$ cat config.mk
export PLATFORM = sky130hd
export DESIGN_NAME = w_route_sequencer
export DESIGN_NICKNAME = d
export VERILOG_FILES = /design/src/rtl/axi_route_pkg.sv /design/src/rtl/route_fifo.sv /design/src/rtl/w_route_sequencer.sv
export SDC_FILE = /design/constraint.sdc
export NUM_CORES = 1
export LEC_CHECK = 0
export CAP_MARGIN = 0
export CORE_MARGIN = 1.5
export CORE_UTILIZATION = 48
export CTS_CLUSTER_SIZE = 25
export DETAILED_ROUTE_END_ITERATION = 12
export GPL_TIMING_DRIVEN = 0
export PLACE_DENSITY = 0.66
export SETUP_SLACK_MARGIN = 0.5
export SYNTH_ARGS = -nofsm -noshare
export SYNTH_HDL_FRONTEND = slang
export SYNTH_SLANG_ARGS = --single-unit
$ cat constraint.sdc
create_clock -name clk -period 6.9 [get_ports clk]
set_clock_uncertainty 0.05 [all_clocks]
set_input_delay 1.38 -clock clk [delete_from_list [all_inputs] [get_ports clk]]
set_output_delay 1.38 -clock clk [all_outputs]
set_load 0.01 [all_outputs]
$ cat src/rtl/axi_route_pkg.sv
// Shared AXI write-routing types, default queue depth and the slave address map.
// Latency: n/a (types and constants). Backpressure: n/a.
package axi_route_pkg;

    localparam int RT_ADDR_W = 32;
    localparam int RT_LEN_W  = 8;
    localparam int RT_DEPTH  = 4;

    typedef struct packed {
        logic [RT_ADDR_W-1:0] addr;
        logic [RT_LEN_W-1:0]  len;
    } route_entry_t;

    // Slave windows are [base, limit): base inclusive, limit exclusive.
    localparam logic [31:0] SLV0_BASE  = 32'h0000_0000;
    localparam logic [31:0] SLV0_LIMIT = 32'h0000_8000;
    localparam logic [31:0] SLV1_BASE  = 32'h0008_0000;
    localparam logic [31:0] SLV1_LIMIT = 32'h0008_0200;
    localparam logic [31:0] SLV2_BASE  = 32'h0010_0000;
    localparam logic [31:0] SLV2_LIMIT = 32'h0010_8000;
    localparam logic [31:0] SLV3_BASE  = 32'h1A10_0000;
    localparam logic [31:0] SLV3_LIMIT = 32'h1A12_0000;
    localparam logic [31:0] SLV4_BASE  = 32'h0002_0000;
    localparam logic [31:0] SLV4_LIMIT = 32'h0002_1000;
    localparam logic [2:0]  SLV_DEFAULT = 3'd5;

    function automatic logic [2:0] addr_to_slave(input logic [31:0] a);
        logic [2:0] sel;
        sel = SLV_DEFAULT;
        if      (a >= SLV0_BASE && a < SLV0_LIMIT) sel = 3'd0;
        else if (a >= SLV1_BASE && a < SLV1_LIMIT) sel = 3'd1;
        else if (a >= SLV2_BASE && a < SLV2_LIMIT) sel = 3'd2;
        else if (a >= SLV3_BASE && a < SLV3_LIMIT) sel = 3'd3;
        else if (a >= SLV4_BASE && a < SLV4_LIMIT) sel = 3'd4;
        return sel;
    endfunction

endpackage

$ cat src/rtl/route_fifo.sv
// Generic synchronous FIFO with registered pointers; head/count/full/empty derive from them.
// Latency: a push is visible at head the cycle after. Backpressure: push ignored when full, pop ignored when empty.
module route_fifo #(
    parameter int WIDTH = 40,
    parameter int DEPTH = 4
) (
    input  logic                     clk,
    input  logic                     rst,
    input  logic                     push,
    input  logic [WIDTH-1:0]         din,
    input  logic                     pop,
    output logic [WIDTH-1:0]         head,
    output logic [$clog2(DEPTH):0]   count,
    output logic                     full,
    output logic                     empty
);
    localparam int AW = $clog2(DEPTH);

    logic [AW:0]      wr_ptr;
    logic [AW:0]      rd_ptr;
    logic [WIDTH-1:0] mem [DEPTH];
    logic             do_push;
    logic             do_pop;

    assign do_push = push & ~full;
    assign do_pop  = pop & ~empty;

    always_ff @(posedge clk) begin
        if (rst) begin
            wr_ptr <= '0;
            rd_ptr <= '0;
        end else begin
            if (do_push) wr_ptr <= wr_ptr + 1'b1;
            if (do_pop)  rd_ptr <= rd_ptr + 1'b1;
        end
    end

    always_ff @(posedge clk) begin
        if (do_push) mem[wr_ptr[AW-1:0]] <= din;
    end

    // Extra pointer MSB tells a full ring (MSBs differ) from an empty one (MSBs equal).
    assign empty = (wr_ptr == rd_ptr);
    assign full  = (wr_ptr[AW] != rd_ptr[AW]) && (wr_ptr[AW-1:0] == rd_ptr[AW-1:0]);
    assign count = wr_ptr - rd_ptr;
    assign head  = mem[rd_ptr[AW-1:0]];

endmodule

$ cat src/rtl/w_route_sequencer.sv
// Queues AW {addr,len} in order and steers each W burst to its slave via Address_decode.
// Latency: route usable the cycle after aw_fire. Backpressure: AW stalls when full, W stalls when empty or x_WREADY low.
module w_route_sequencer
    import axi_route_pkg::*;
#(
    parameter int ADDR_W = RT_ADDR_W,
    parameter int LEN_W  = RT_LEN_W,
    parameter int DEPTH  = RT_DEPTH
) (
    input  logic                     clk,
    input  logic                     rst,
    input  logic [ADDR_W-1:0]        m_AWADDR,
    input  logic [LEN_W-1:0]         m_AWLEN,
    input  logic                     m_AWVALID,
    output logic                     m_AWREADY,
    output logic                     s_AWVALID,
    input  logic                     s_AWREADY,
    input  logic                     m_WVALID,
    input  logic                     m_WLAST,
    output logic                     m_WREADY,
    output logic                     x_WVALID,
    input  logic                     x_WREADY,
    output logic [ADDR_W-1:0]        Address_decode,
    output logic [$clog2(DEPTH):0]   outstanding,
    output logic                     wlast_err
);
    localparam int EW = ADDR_W + LEN_W;

    logic [EW-1:0]     head;
    logic [ADDR_W-1:0] head_addr;
    logic [LEN_W-1:0]  head_len;
    logic [LEN_W-1:0]  beat_cnt;
    logic              full;
    logic              empty;
    logic              aw_fire;
    logic              w_fire;
    logic              last_beat;
    logic              burst_end;

    assign head_addr = head[EW-1:LEN_W];
    assign head_len  = head[LEN_W-1:0];

    // Full/empty come from registered pointers only, so no AWREADY<-WREADY or AWVALID->W path exists.
    assign m_AWREADY = ~rst & s_AWREADY & ~full;
    assign s_AWVALID = ~rst & m_AWVALID & ~full;
    assign m_WREADY  = ~rst & x_WREADY & ~empty;
    assign x_WVALID  = ~rst & m_WVALID & ~empty;
    assign Address_decode = empty ? '0 : head_addr;

    assign aw_fire   = m_AWVALID & m_AWREADY;
    assign w_fire    = x_WVALID & x_WREADY;
    assign last_beat = (beat_cnt == head_len);
    assign burst_end = w_fire & last_beat;

    route_fifo #(
        .WIDTH (EW),
        .DEPTH (DEPTH)
    ) u_route_fifo (
        .clk   (clk),
        .rst   (rst),
        .push  (aw_fire),
        .din   ({m_AWADDR, m_AWLEN}),
        .pop   (burst_end),
        .head  (head),
        .count (outstanding),
        .full  (full),
        .empty (empty)
    );

    // Burst end is length-based; WLAST is only cross-checked, never used to pop.
    always_ff @(posedge clk) begin
        if (rst) begin
            beat_cnt  <= '0;
            wlast_err <= 1'b0;
        end else begin
            wlast_err <= w_fire & (m_WLAST != last_beat);
            if (burst_end)   beat_cnt <= '0;
            else if (w_fire) beat_cnt <= beat_cnt + 1'b1;
        end
    end

endmodule
# Word level (Yosys, flattened, before mapping)
# Memory sizes are Yosys's and may differ from the RTL's. A register that Yosys moved wholly into a read port is not among the register bits.
# Cells that the tools add are included.
dict set report totals {
  n_memories 1
  input_bits 47
  output_inout_bits 40
  elab_cells 38
  ff_bits 15
  ram_bits 160
}
dict set report op_classes {
  bitwise_logic 17
  n_addsub 4
  reduce_logical 2
  mux 5
  eq_ne 5
}
# name depth word_bits rd rd_ports_with_merged_regs write_ports line_no
set memory_table {}
lappend memory_table {u_route_fifo.mem 4 40 1 1 1 route_fifo.sv:21} ;# logic [WIDTH-1:0] mem [DEPTH];
# operator count
set op_table {}
lappend op_table {{$mux W32} 1}
lappend op_table {{$and A1 B1 Y1} 14}
lappend op_table {{$add A8 B1 Y8 const B} 1}
lappend op_table {{$eq A8 B8 Y1} 1}
lappend op_table {{$add A3 B1 Y3 const B} 2}
lappend op_table {{$mux W2} 2}
lappend op_table {{$eq A3 B3 Y1} 1}
lappend op_table {{$not A1 Y1} 3}
lappend op_table {{$sub A3 B3 Y3} 1}
lappend op_table {{$eq A2 B2 Y1} 1}
lappend op_table {{$mux W1} 2}
lappend op_table {{$ne A1 B1 Y1} 2}
lappend op_table {{$reduce_or A2 Y1} 1}
lappend op_table {{$logic_and A1 B1 Y1} 1}

# Logic depth before layout (Yosys ltp)
# Gate-level depths: netlist (run 1).
dict set report depth {
  ltp_word 8
  depth_mapped 7
  mapped_depth_nobuf 7
}

# By module
# From an unflattened synthesis (run 1), not the netlist that was laid out.
dict set report hier_totals {
  hier_cells 367
  area_unflattened_um2 7155.6
}
# module n_inst area_each_um2 seq_area_each_um2 cells_per_inst
set modules_own_cells {}
lappend modules_own_cells {route_fifo 1 6373.6 4964.8 275}
lappend modules_own_cells {w_route_sequencer 1 782.0 180.2 92}

# Worst setup path before layout (run 1)
# No wires, ideal clock.
dict set report synth_path {
  path_kind {input port to flip-flop}
  from {input rst}
  to {memory u_route_fifo.mem[3][0], enable pin}
  setup_time_ps 403
  arrival_ps 3011
  slack_ps 3436
  path_buffers 1
  required_ps 6447
  path_stages 4
  cell_sequence {clkbuf_1 inv_1 o2111a_1 and2_1}
}
dict set report synth_between {
  elab_chain_len 7
}
# element line_no
set synth_rtl {}
lappend synth_rtl {{from (decl)} w_route_sequencer.sv:11} ;# input logic rst,
lappend synth_rtl {{$not A1 Y1} w_route_sequencer.sv:44} ;# assign m_AWREADY = ~rst & s_AWREADY & ~full;
lappend synth_rtl {{$and A1 B1 Y1 (2 in a row)} w_route_sequencer.sv:44}
lappend synth_rtl {{$and A1 B1 Y1} w_route_sequencer.sv:50} ;# assign aw_fire = m_AWVALID & m_AWREADY;
lappend synth_rtl {{$and A1 B1 Y1} route_fifo.sv:25} ;# assign do_push = push & ~full;
lappend synth_rtl {{$mux W1} route_fifo.sv:39} ;# if (do_push) mem[wr_ptr[AW-1:0]] <= din;
lappend synth_rtl {{$mux W1 (not written as such)} route_fifo.sv:39}
lappend synth_rtl {{to (decl)} route_fifo.sv:21}
# No other way between the ends.

# Final worst setup path (run 1)
dict set report layout_path {
  from {register u_route_fifo.wr_ptr[0]}
  to {output Address_decode[15]}
}
dict set report layout_between {
  elab_chain_len 2
}
# element line_no
set layout_rtl {}
lappend layout_rtl {{from (decl)} route_fifo.sv:19} ;# logic [AW:0] wr_ptr;
lappend layout_rtl {{from (signal assigned)} route_fifo.sv:33} ;# if (do_push) wr_ptr <= wr_ptr + 1'b1;
lappend layout_rtl {{$eq A3 B3 Y1} route_fifo.sv:43} ;# assign empty = (wr_ptr == rd_ptr);
lappend layout_rtl {{$mux W32} w_route_sequencer.sv:48} ;# assign Address_decode = empty ? '0 : head_addr;
lappend layout_rtl {{to (decl)} w_route_sequencer.sv:23} ;# output logic [ADDR_W-1:0] Address_decode,
# No other way between the ends.

==> reports/results.ini, run 1 <==
[place]
port_buffers=85
dp_hpwl_um=7920
finalWeightedCongestion=0.736
place_area_um2=8260

[clock_tree]
cts_buffers=17
ctsResizeCount=0
clk_latency_ps=420
cts.clk_slew.worst_paths_ps=60
post-cts-setup-buffer-count=0
cts_root_buf=clkbuf_16
clock-sinks=177
cts.path.max_buffers=2
ctsHoldBuffers=0
h-tree-depth=4
cts_tree=built

[min_path]
min_from=u_route_fifo.wr_ptr[0]
min_path_type=reg -> reg

[status]
status=finished clean

[drt]
dr.pass1.iters=4
drc_errors=0
avgViaCountPerCell=5.28
ant_nets=0
avgRoutedWirePerCell_um=18.7
via_count=3503
drt_wl_total_um=12400
drt-initial-drc-count=198

[final_layout]
area_delta_synth_final_pct=23.9
fin_nets=523
design_area_um2=8780
drive_gt1_frac=0.177
multi_input_area_um2=1840
n_fill_cell=1139
seq_area_um2=5140
diodes=0

[synthesis]
yosysTopAreaCellShare=0.677
synthMuxAreaShare=0.136
synth_commonest_cells=edfxtp_1, mux4_2, nor2b_1
synth.avg_cell_area_um2=19.8
synth_top_flop_cell=edfxtp_1
synth_edf_count=160
synth.distinct_cells=36
synthCells=359
synthMostInstantiatedCell=edfxtp_1
syn_nets=415
async_reset_ff_frac=0
synth_fa_ha_area_frac=0.0169
synth_xor_area_frac=0.0298
ys_warn_count=0
synth_top_family_by_area=multiplexers
yosysSeqAreaShare=0.725
synth_area_leaders=edfxtp_1, mux4_2, dfxtp_1
synth_area_um2=7090
ys_ff_latch=177
yosys.area_share.simple=0.0658
synth_compound_area_frac=0.0106
synth_area_leader_cell=edfxtp_1

[floorplanning]
initial_core_util=0.490
fp.dieH_um=125
io-pin-count=87
rows=44
die_x_um=125
core-area_um2=14500
die-area_um2=15500

[timing]
hold_viol=0
drv_slew=0
fin_crit_ps=4440
max_freq_mhz=225
final.setup.tns_ps=0
rsz0062_at_grt=no
slew_headroom=0.375
finalCritPeriodShare=0.643
tightestPinTransition_ps=933
setup_viol=0

[grt]
grt_pass1_vias=3679
antenna_found_initial=0
grt_pass1_wl_um=19600
grt_max_degree=31
grt.total_usage=0.172
grt-ovfl-total=0

[critical_path]
worstPathCellList=inv_1 > ha_1 > nand2_1 > nor2_1 > clkbuf_1 > nor2b_1 > clkdlybuf4s50_1
crit_path_end_kind=primary output
rrSetupSlack_ps=4430
crit_path_max_incr_delay_ps=510
crit_arrival_ps=3010
worstSetupPathType=reg -> out
start_kind=flop
crit_fanout=10
cp.required_ps=5470
critPathLaunch=u_route_fifo.wr_ptr[0]
cp_slowest_cell=clkbuf_1

[run]
maxCapViolCount=0

[power]
vdd_drop_max_v=0.000164
power_leakage_nw=2.77
powerDensity_nw_per_um2=243

cell type report:
class / instances / share of cell area
flip-flops and latches: 177 / 0.586
multi-input cells: 160 / 0.210
repair buffers: 89 / 0.106
clock buffers: 20 / 0.0497
well taps: 184 / 0.0262
clock inverters: 11 / 0.0101
plain buffers: 13 / 0.00869
inverters: 9 / 0.00385
critical path, delay by kind of cell, from the launching register on:
| kind | cells | cell delay (ps) |
|---|---|---|
| fa+ha+maj | 1 | 330 |
| buf+inv | 3 | 1140 |
| flops | 1 | 390 |
| simple gates | 3 | 740 |
per-layer routing:
metal,track usage,vias up,share of wire
met5,0,-,0
met4,0.0723,0,0.017
met3,0.0438,18,0.036
met2,0.286,69,0.52
met1,0.217,1788,0.42
li1,-,1628,-
power by group:
| group | switching, W | total, W | internal (W) |
|---|---|---|---|
| clock network | 0.000372 | 0.000862 | 0.000490 |
| logic | 0.0000398 | 0.0000888 | 0.0000491 |
| registers | 0.00000230 | 0.00118 | 0.00118 |
| total | 0.000414 | 0.00213 | 0.00172 |
path summary, 6_finish.rpt:
kind                                 end  depth (start not counted)
setup / recovery      Address_decode[15]                          7
hold / removal    u_route_fifo.wr_ptr[0]                          2
setup reg to reg  u_route_fifo.rd_ptr[2]                          6
hold reg to reg   u_route_fifo.wr_ptr[0]                          2
layout by cell type, fill, tap and decap left out, drive strengths merged, types with 6 or more instances in the layout:
cell           netlist  layout
buf                  6      10
nor2                14      14
xnor2               17      17
inv                  9      11
edfxtp             160     160
dfxtp               17      17
mux4                40      40
ha                   8       8
nand2               11      11
nor2b               35      35
clkinv               0       7
clkbuf               7      27
clkdlybuf4s50        0      85
and2                 6       6
metrics by stage:
step	util	instances	worst slack [ps]	power [W]	hold WS, ps
finish	0.607	663	2460	0.00213	455
global route	0.607	663	2160	0.00220	505
CTS	0.607	663	2350	0.00215	462
detailed placement	0.570	632	2730	0.00129	452
global placement	0.564	628	2370	0.00129	433
floorplan	-	359	3440	0.00123	416
cells by family (layout without fill, tap and decap cells):
family	count (synthesis)	after routing
AO/OA/AOI/OAI	9	9
XOR/XNOR	19	19
adder cells (fa/ha/maj)	9	9
buffers and inverters	22	142
flip-flops	177	177
multiplexers	45	45
AND/OR/NAND/NOR	78	78
state kept, by name, indices dropped and copies added (netlist names), named ones only:
name	cells
beat_cnt	8
u_route_fifo.wr_ptr	3
wlast_err	1
u_route_fifo.rd_ptr	3
u_route_fifo.mem	160
No activity file was read; power rests on OpenSTA's default activity.
==> run 2, diff against run 1 <==
==> constraint.sdc (replaced) <==
create_clock -name clk -period 4.28 [get_ports clk]
set_clock_uncertainty 0.05 [all_clocks]
set_input_delay 0.856 -clock clk [delete_from_list [all_inputs] [get_ports clk]]
set_output_delay 0.856 -clock clk [all_outputs]
set_load 0.01 [all_outputs]
==> run 2 against run 1 <==
Compared with the run above:
- final cell count unchanged
- wire length decreased by 0.25%
- critical path depth decreased by 1
- flip-flop and latch count unchanged
- total power increased by 61%
- critical path type unchanged
==> reports/results.ini, run 2 (synthesis gave the netlist of run 1 again) <==
[status]
status=finished clean  ; unchanged

[timing]
finalCritPeriodShare=0.809
drv_slew=0  ; unchanged
slew_headroom=0.371  ; was 0.375
max_freq_mhz=289
fin_crit_ps=3460
rsz0062_at_grt=no  ; unchanged
setup_ws_ps=817  ; was 2460 ps
setup_viol=0  ; unchanged
tightestPinTransition_ps=940  ; was 933 ps
hold_viol=0  ; unchanged
final.setup.tns_ps=0  ; unchanged

[floorplanning]
fp.dieH_um=125  ; unchanged
die-area_um2=15500  ; unchanged
die_x_um=125  ; unchanged
io-pin-count=87  ; unchanged
core-area_um2=14500  ; unchanged
rows=44  ; unchanged
initial_core_util=0.490  ; unchanged

[critical_path]
crit_path_end_kind=primary output  ; unchanged
reg2reg_depth=6  ; unchanged
cp.required_ps=3370  ; was 5470 ps
rrSetupSlack_ps=1760  ; was 4430 ps
r2r-end=u_route_fifo.mem[3][21]  ; was u_route_fifo.rd_ptr[2]
crit_arrival_ps=2560  ; was 3010 ps
crit_fanout=10  ; unchanged
start_kind=flop  ; unchanged
endpoint=Address_decode[22]  ; was Address_decode[15]
worstSetupPathType=reg -> out  ; unchanged
r2r_start=u_route_fifo.wr_ptr[0]

[power]
vdd_drop_max_v=0.000265  ; was 0.000164 V
powerDensity_nw_per_um2=391  ; was 243 nW/um^2
power_leakage_nw=2.80  ; was 2.77 nW

[place]
port_buffers=85  ; unchanged
dp_hpwl_um=7920  ; unchanged
pre_cts_ws_ps=723  ; was 2730 ps
finalWeightedCongestion=0.736  ; unchanged

[final_layout]
drive_gt1_frac=0.194  ; was 0.177
diodes=0  ; unchanged
largest_reg_flops=160  ; unchanged
fin_nets=523  ; unchanged
final_util=0.608  ; was 0.607
area_delta_synth_final_pct=24.1  ; was 23.9%
final_common_cell=edfxtp_1  ; unchanged
layout_common_cells=edfxtp_1, clkdlybuf4s50_1, mux4_2  ; unchanged
n_fill_cell=1134  ; was 1139

[drt]
avgViaCountPerCell=5.26  ; was 5.28
ant_nets=0  ; unchanged
avgRoutedWirePerCell_um=18.7  ; about the same
drt-initial-drc-count=189  ; was 198
drc_errors=0  ; unchanged
drt_wl_total_um=12400  ; about the same
dr.pass1.iters=4  ; unchanged
via_count=3490  ; was 3503

[min_path]
min_path_type=reg -> reg  ; unchanged

[grt]
antenna_found_initial=0  ; unchanged
grt-ovfl-total=0  ; unchanged
grt_max_degree=31  ; unchanged
grt_pass1_vias=3679  ; unchanged
grt_pass1_wl_um=19600  ; unchanged
grt.total_usage=0.172  ; unchanged

[clock_tree]
cts.path.max_buffers=2  ; unchanged
h-tree-depth=4  ; unchanged
cts_tree=built  ; unchanged
cts_root_buf=clkbuf_16  ; unchanged
ctsHoldBuffers=0  ; unchanged
cts.clk_slew.worst_paths_ps=60  ; about the same
clock-sinks=177  ; unchanged
clk_latency_ps=420  ; about the same
cts_buffers=17  ; unchanged

[run]
maxCapViolCount=0  ; unchanged

==> run 2: power breakdown <==
group	internal [W]	leakage, nW	switching (W)
combinational	0.0000797	0.960	0.0000644
sequential	0.00190	1.58	0.00000368
clock	0.000790	0.255	0.000600
total	0.00277	2.80	0.000668
==> run 2: final cells by class <==
| cell class | count | area [um^2] | area share |
|---|---|---|---|
| plain buffers | 13 | 85.1 | 0.00967 |
| clock buffers | 20 | 437 | 0.0496 |
| clock inverters | 11 | 88.8 | 0.0101 |
| inverters | 9 | 33.8 | 0.00384 |
| multi-input cells | 160 | 1850 | 0.210 |
| flip-flops and latches | 177 | 5140 | 0.585 |
| well taps | 184 | 230 | 0.0262 |
| repair buffers | 89 | 931 | 0.106 |
==> run 2: layer usage <==
layer  global-route usage  part of all wire  vias up
li1                     -                 -     1628
met1                0.217              0.42     1776
met2                0.286              0.53       69
met3               0.0438             0.037       17
met4               0.0723             0.017        0
met5                    0                 0        -
==> run 2: how the worst min path moves through the flow <==
stage / start / cells past startpoint / end
after floorplan: u_route_fifo.wr_ptr[0] / 2 / u_route_fifo.wr_ptr[0]
after global placement: u_route_fifo.wr_ptr[0] / 2 / u_route_fifo.wr_ptr[0]
after detailed placement: u_route_fifo.wr_ptr[0] / 2 / u_route_fifo.wr_ptr[0]
after CTS: u_route_fifo.wr_ptr[0] / 2 / u_route_fifo.wr_ptr[0]
after global routing: u_route_fifo.wr_ptr[0] / 2 / u_route_fifo.wr_ptr[0]
final: u_route_fifo.wr_ptr[0] / 2 / u_route_fifo.wr_ptr[0]
==> run 2: repair_timing <==
item                       in CTS  in global routing
resized for setup               7                  2
setup buffers                   0                  0
setup endpoints to repair      31                 12
==> run 2: metrics by stage <==
| stage | hold slack [ps] | std cells | power (W) | area [um^2] |
|---|---|---|---|---|
| 2_1_floorplan | 416 | 359 | 0.00199 | 7090 |
| 3_3_place_gp | 433 | 628 | 0.00208 | 8170 |
| 3_5_place_dp | 452 | 632 | 0.00209 | 8260 |
| 4_1_cts | 462 | 663 | 0.00347 | 8790 |
| 5_1_grt | 505 | 663 | 0.00356 | 8800 |
| 6_report | 453 | 663 | 0.00344 | 8800 |
==> run 2: worst max-delay path, stage by stage (launching register included) <==
cell and delay [ps]:
dfxtp_1 320, buf_6 120, buf_12 140, buf_2 350
mux4_2 540, nor2b_1 160, clkdlybuf4s50_1 490
==> run 3, diff against run 2 <==
==> constraint.sdc (replaced) <==
create_clock -name clk -period 3.33 [get_ports clk]
set_clock_uncertainty 0.05 [all_clocks]
set_input_delay 0.666 -clock clk [delete_from_list [all_inputs] [get_ports clk]]
set_output_delay 0.666 -clock clk [all_outputs]
set_load 0.01 [all_outputs]
==> run 3 against run 2 <==
Compared with the run above:
- core utilization increased by 2.0 points
- die area did not move
- final cell count grew 2.7%
- register-to-register slack worse by 900 ps
- hold slack worse by 4.0 ps
- clock power increased by 29%
- total power rose by 29%
- cell area is 3.3% higher
- worst setup slack got worse by 300 ps
- highest routed layer unchanged
==> reports/results.ini, run 3 (synthesis gave the netlist of run 1 again) <==
[drt]
dr_wl_met2_um=6950  ; was 6530 um
avgRoutedWirePerCell_um=19.2  ; was 18.7 um
drc_errors=0  ; unchanged
top_layer_used=met4  ; unchanged
wl_met1_um=5440  ; was 5190 um
via_count=3602  ; was 3490
drt-initial-drc-count=195  ; was 189
ant_nets=0  ; unchanged
avgViaCountPerCell=5.29  ; was 5.26
dr.pass1.iters=4  ; unchanged
wl_met3_um=487  ; was 459 um
drt_wl_total_um=13100  ; was 12400 um

[power]
power_leakage_nw=3.03  ; was 2.80 nW
switching_share=0.196  ; was 0.194
powerDensity_nw_per_um2=487  ; was 391 nW/um^2
switchingPower_w=0.000869  ; was 0.000668 W
pwr-share-clk=0.405  ; was 0.404
vdd_drop_max_v=0.000339  ; was 0.000265 V
pwr-share-comb=0.043  ; was 0.042
p_int_w=0.00356  ; was 0.00277 W
seq_power_share=0.552  ; was 0.554

[run]
maxCapViolCount=0  ; unchanged

[critical_path]
critPathLaunch=u_route_fifo.rd_ptr[2]
r2r_start=u_route_fifo.rd_ptr[1]  ; was u_route_fifo.wr_ptr[0]
r2r-end=u_route_fifo.mem[3][21]  ; unchanged
endpoint=m_AWREADY  ; was Address_decode[22]
crit_arrival_ps=2100  ; was 2560 ps
cp.required_ps=2610  ; was 3370 ps
crit_path_end_kind=primary output  ; unchanged
crit_fanout=4  ; was 10
reg2reg_depth=7  ; was 6
rrSetupSlack_ps=860  ; was 1760 ps
worstSetupPathType=reg -> out  ; unchanged
start_kind=flop  ; unchanged

[timing]
finalCritPeriodShare=0.845
hold_viol=0  ; unchanged
final.setup.tns_ps=0  ; unchanged
setup_viol=0  ; unchanged
tightestPinTransition_ps=942  ; was 940 ps
setup_ws_ps=516  ; was 817 ps
fin_crit_ps=2810
drv_slew=0  ; unchanged
max_freq_mhz=355
slew_headroom=0.369  ; was 0.371
whs_ps=449  ; was 453 ps
rsz0062_at_grt=yes  ; was no

[final_layout]
drive_gt1_frac=0.292  ; was 0.194
diodes=0  ; unchanged
seq_area_um2=5150  ; was 5140 um^2
largest_reg_flops=160  ; unchanged
layout_common_cells=edfxtp_1, clkdlybuf4s50_1, mux4_2  ; unchanged
final_common_cell=edfxtp_1  ; unchanged
area_delta_synth_final_pct=28.2  ; was 24.1%
final_util=0.628  ; was 0.608
fin_nets=541  ; was 523
multi_input_area_um2=1890  ; was 1850 um^2
n_fill_cell=1111  ; was 1134

[clock_tree]
h-tree-depth=4  ; unchanged
clock-sinks=177  ; unchanged
cts.clk_slew.worst_paths_ps=60  ; about the same
cts.path.max_buffers=2  ; unchanged
cts_buffers=17  ; unchanged
cts_tree=built  ; unchanged
clk_latency_ps=420  ; about the same
cts_root_buf=clkbuf_16  ; unchanged

[grt]
antenna_found_initial=0  ; unchanged
grt_pass1_wl_um=20200  ; was 19600 um
grt.total_usage=0.177  ; was 0.172
grt_max_degree=31  ; unchanged
grt_pass1_vias=3779  ; was 3679
grt-ovfl-total=0  ; unchanged

[place]
port_buffers=85  ; unchanged
finalWeightedCongestion=0.736  ; unchanged
pre_cts_ws_ps=-36.7  ; was 723 ps
dp_hpwl_um=7920  ; unchanged

[floorplanning]
io-pin-count=87  ; unchanged
fp.dieH_um=125  ; unchanged
initial_core_util=0.490  ; unchanged
die-area_um2=15500  ; unchanged
die_x_um=125  ; unchanged
core-area_um2=14500  ; unchanged
rows=44  ; unchanged

[status]
status=finished clean  ; unchanged

[min_path]
min_path_type=reg -> reg  ; unchanged
min_from=u_route_fifo.wr_ptr[0]  ; unchanged

## run 3: area by class of cell
type                       instances  area share
timing repair buffer             107       0.119
clock buffer                      20      0.0480
sequential                       177       0.567
clock inverter                    11     0.00977
multi-input combinational        160       0.208
buffer                            13      0.0194
inverter                           9     0.00372
tap                              184      0.0253
## run 3: metrics by stage
stage	power, W	std cells	area, um^2
finish	0.00443	681	9090
global route	0.00458	681	9090
CTS	0.00447	674	9030
detailed placement	0.00268	632	8260
global placement	0.00267	628	8170
floorplan	0.00256	359	7090
## run 3: worst min-delay path by stage
stage / to / slack [ps] / cells past startpoint
after CTS: u_route_fifo.wr_ptr[0] / 440 / 2
final: u_route_fifo.wr_ptr[0] / 450 / 2
after floorplan: u_route_fifo.wr_ptr[0] / 420 / 2
after global routing: u_route_fifo.wr_ptr[0] / 470 / 2
after global placement: u_route_fifo.wr_ptr[0] / 430 / 2
after detailed placement: u_route_fifo.wr_ptr[0] / 450 / 2
## run 3: routing by layer
| metal | GRT usage | up-vias |
|---|---|---|
| met5 | 0 | - |
| met4 | 0.0730 | 0 |
| met3 | 0.0438 | 20 |
| met2 | 0.294 | 73 |
| met1 | 0.224 | 1845 |
| li1 | - | 1664 |
## run 3: power by group through the flow
stage / Combinational [W] / Sequential, W / Clock [W]
after floorplan: 0.0000637 / 0.00249 / 0
after global placement: 0.000178 / 0.00249 / 0
after detailed placement: 0.000187 / 0.00249 / 0
after CTS: 0.000195 / 0.00245 / 0.00183
after global routing: 0.000208 / 0.00245 / 0.00192
final: 0.000192 / 0.00245 / 0.00179
## run 3: repair_timing
action	4_1_cts	5_1_grt
endpoints found under the setup margin	38	33
resized for setup	97	39
hold buffers	0	0
pin swaps	2	0
buffers inserted	8	4
cloned	3	3
## run 3: worst max-delay path: stages (launching register included)
cell	delay, ps
dfxtp_1	400
xor2_1	430
a31oi_2	190
and2_1	190
clkdlybuf4s50_1	470
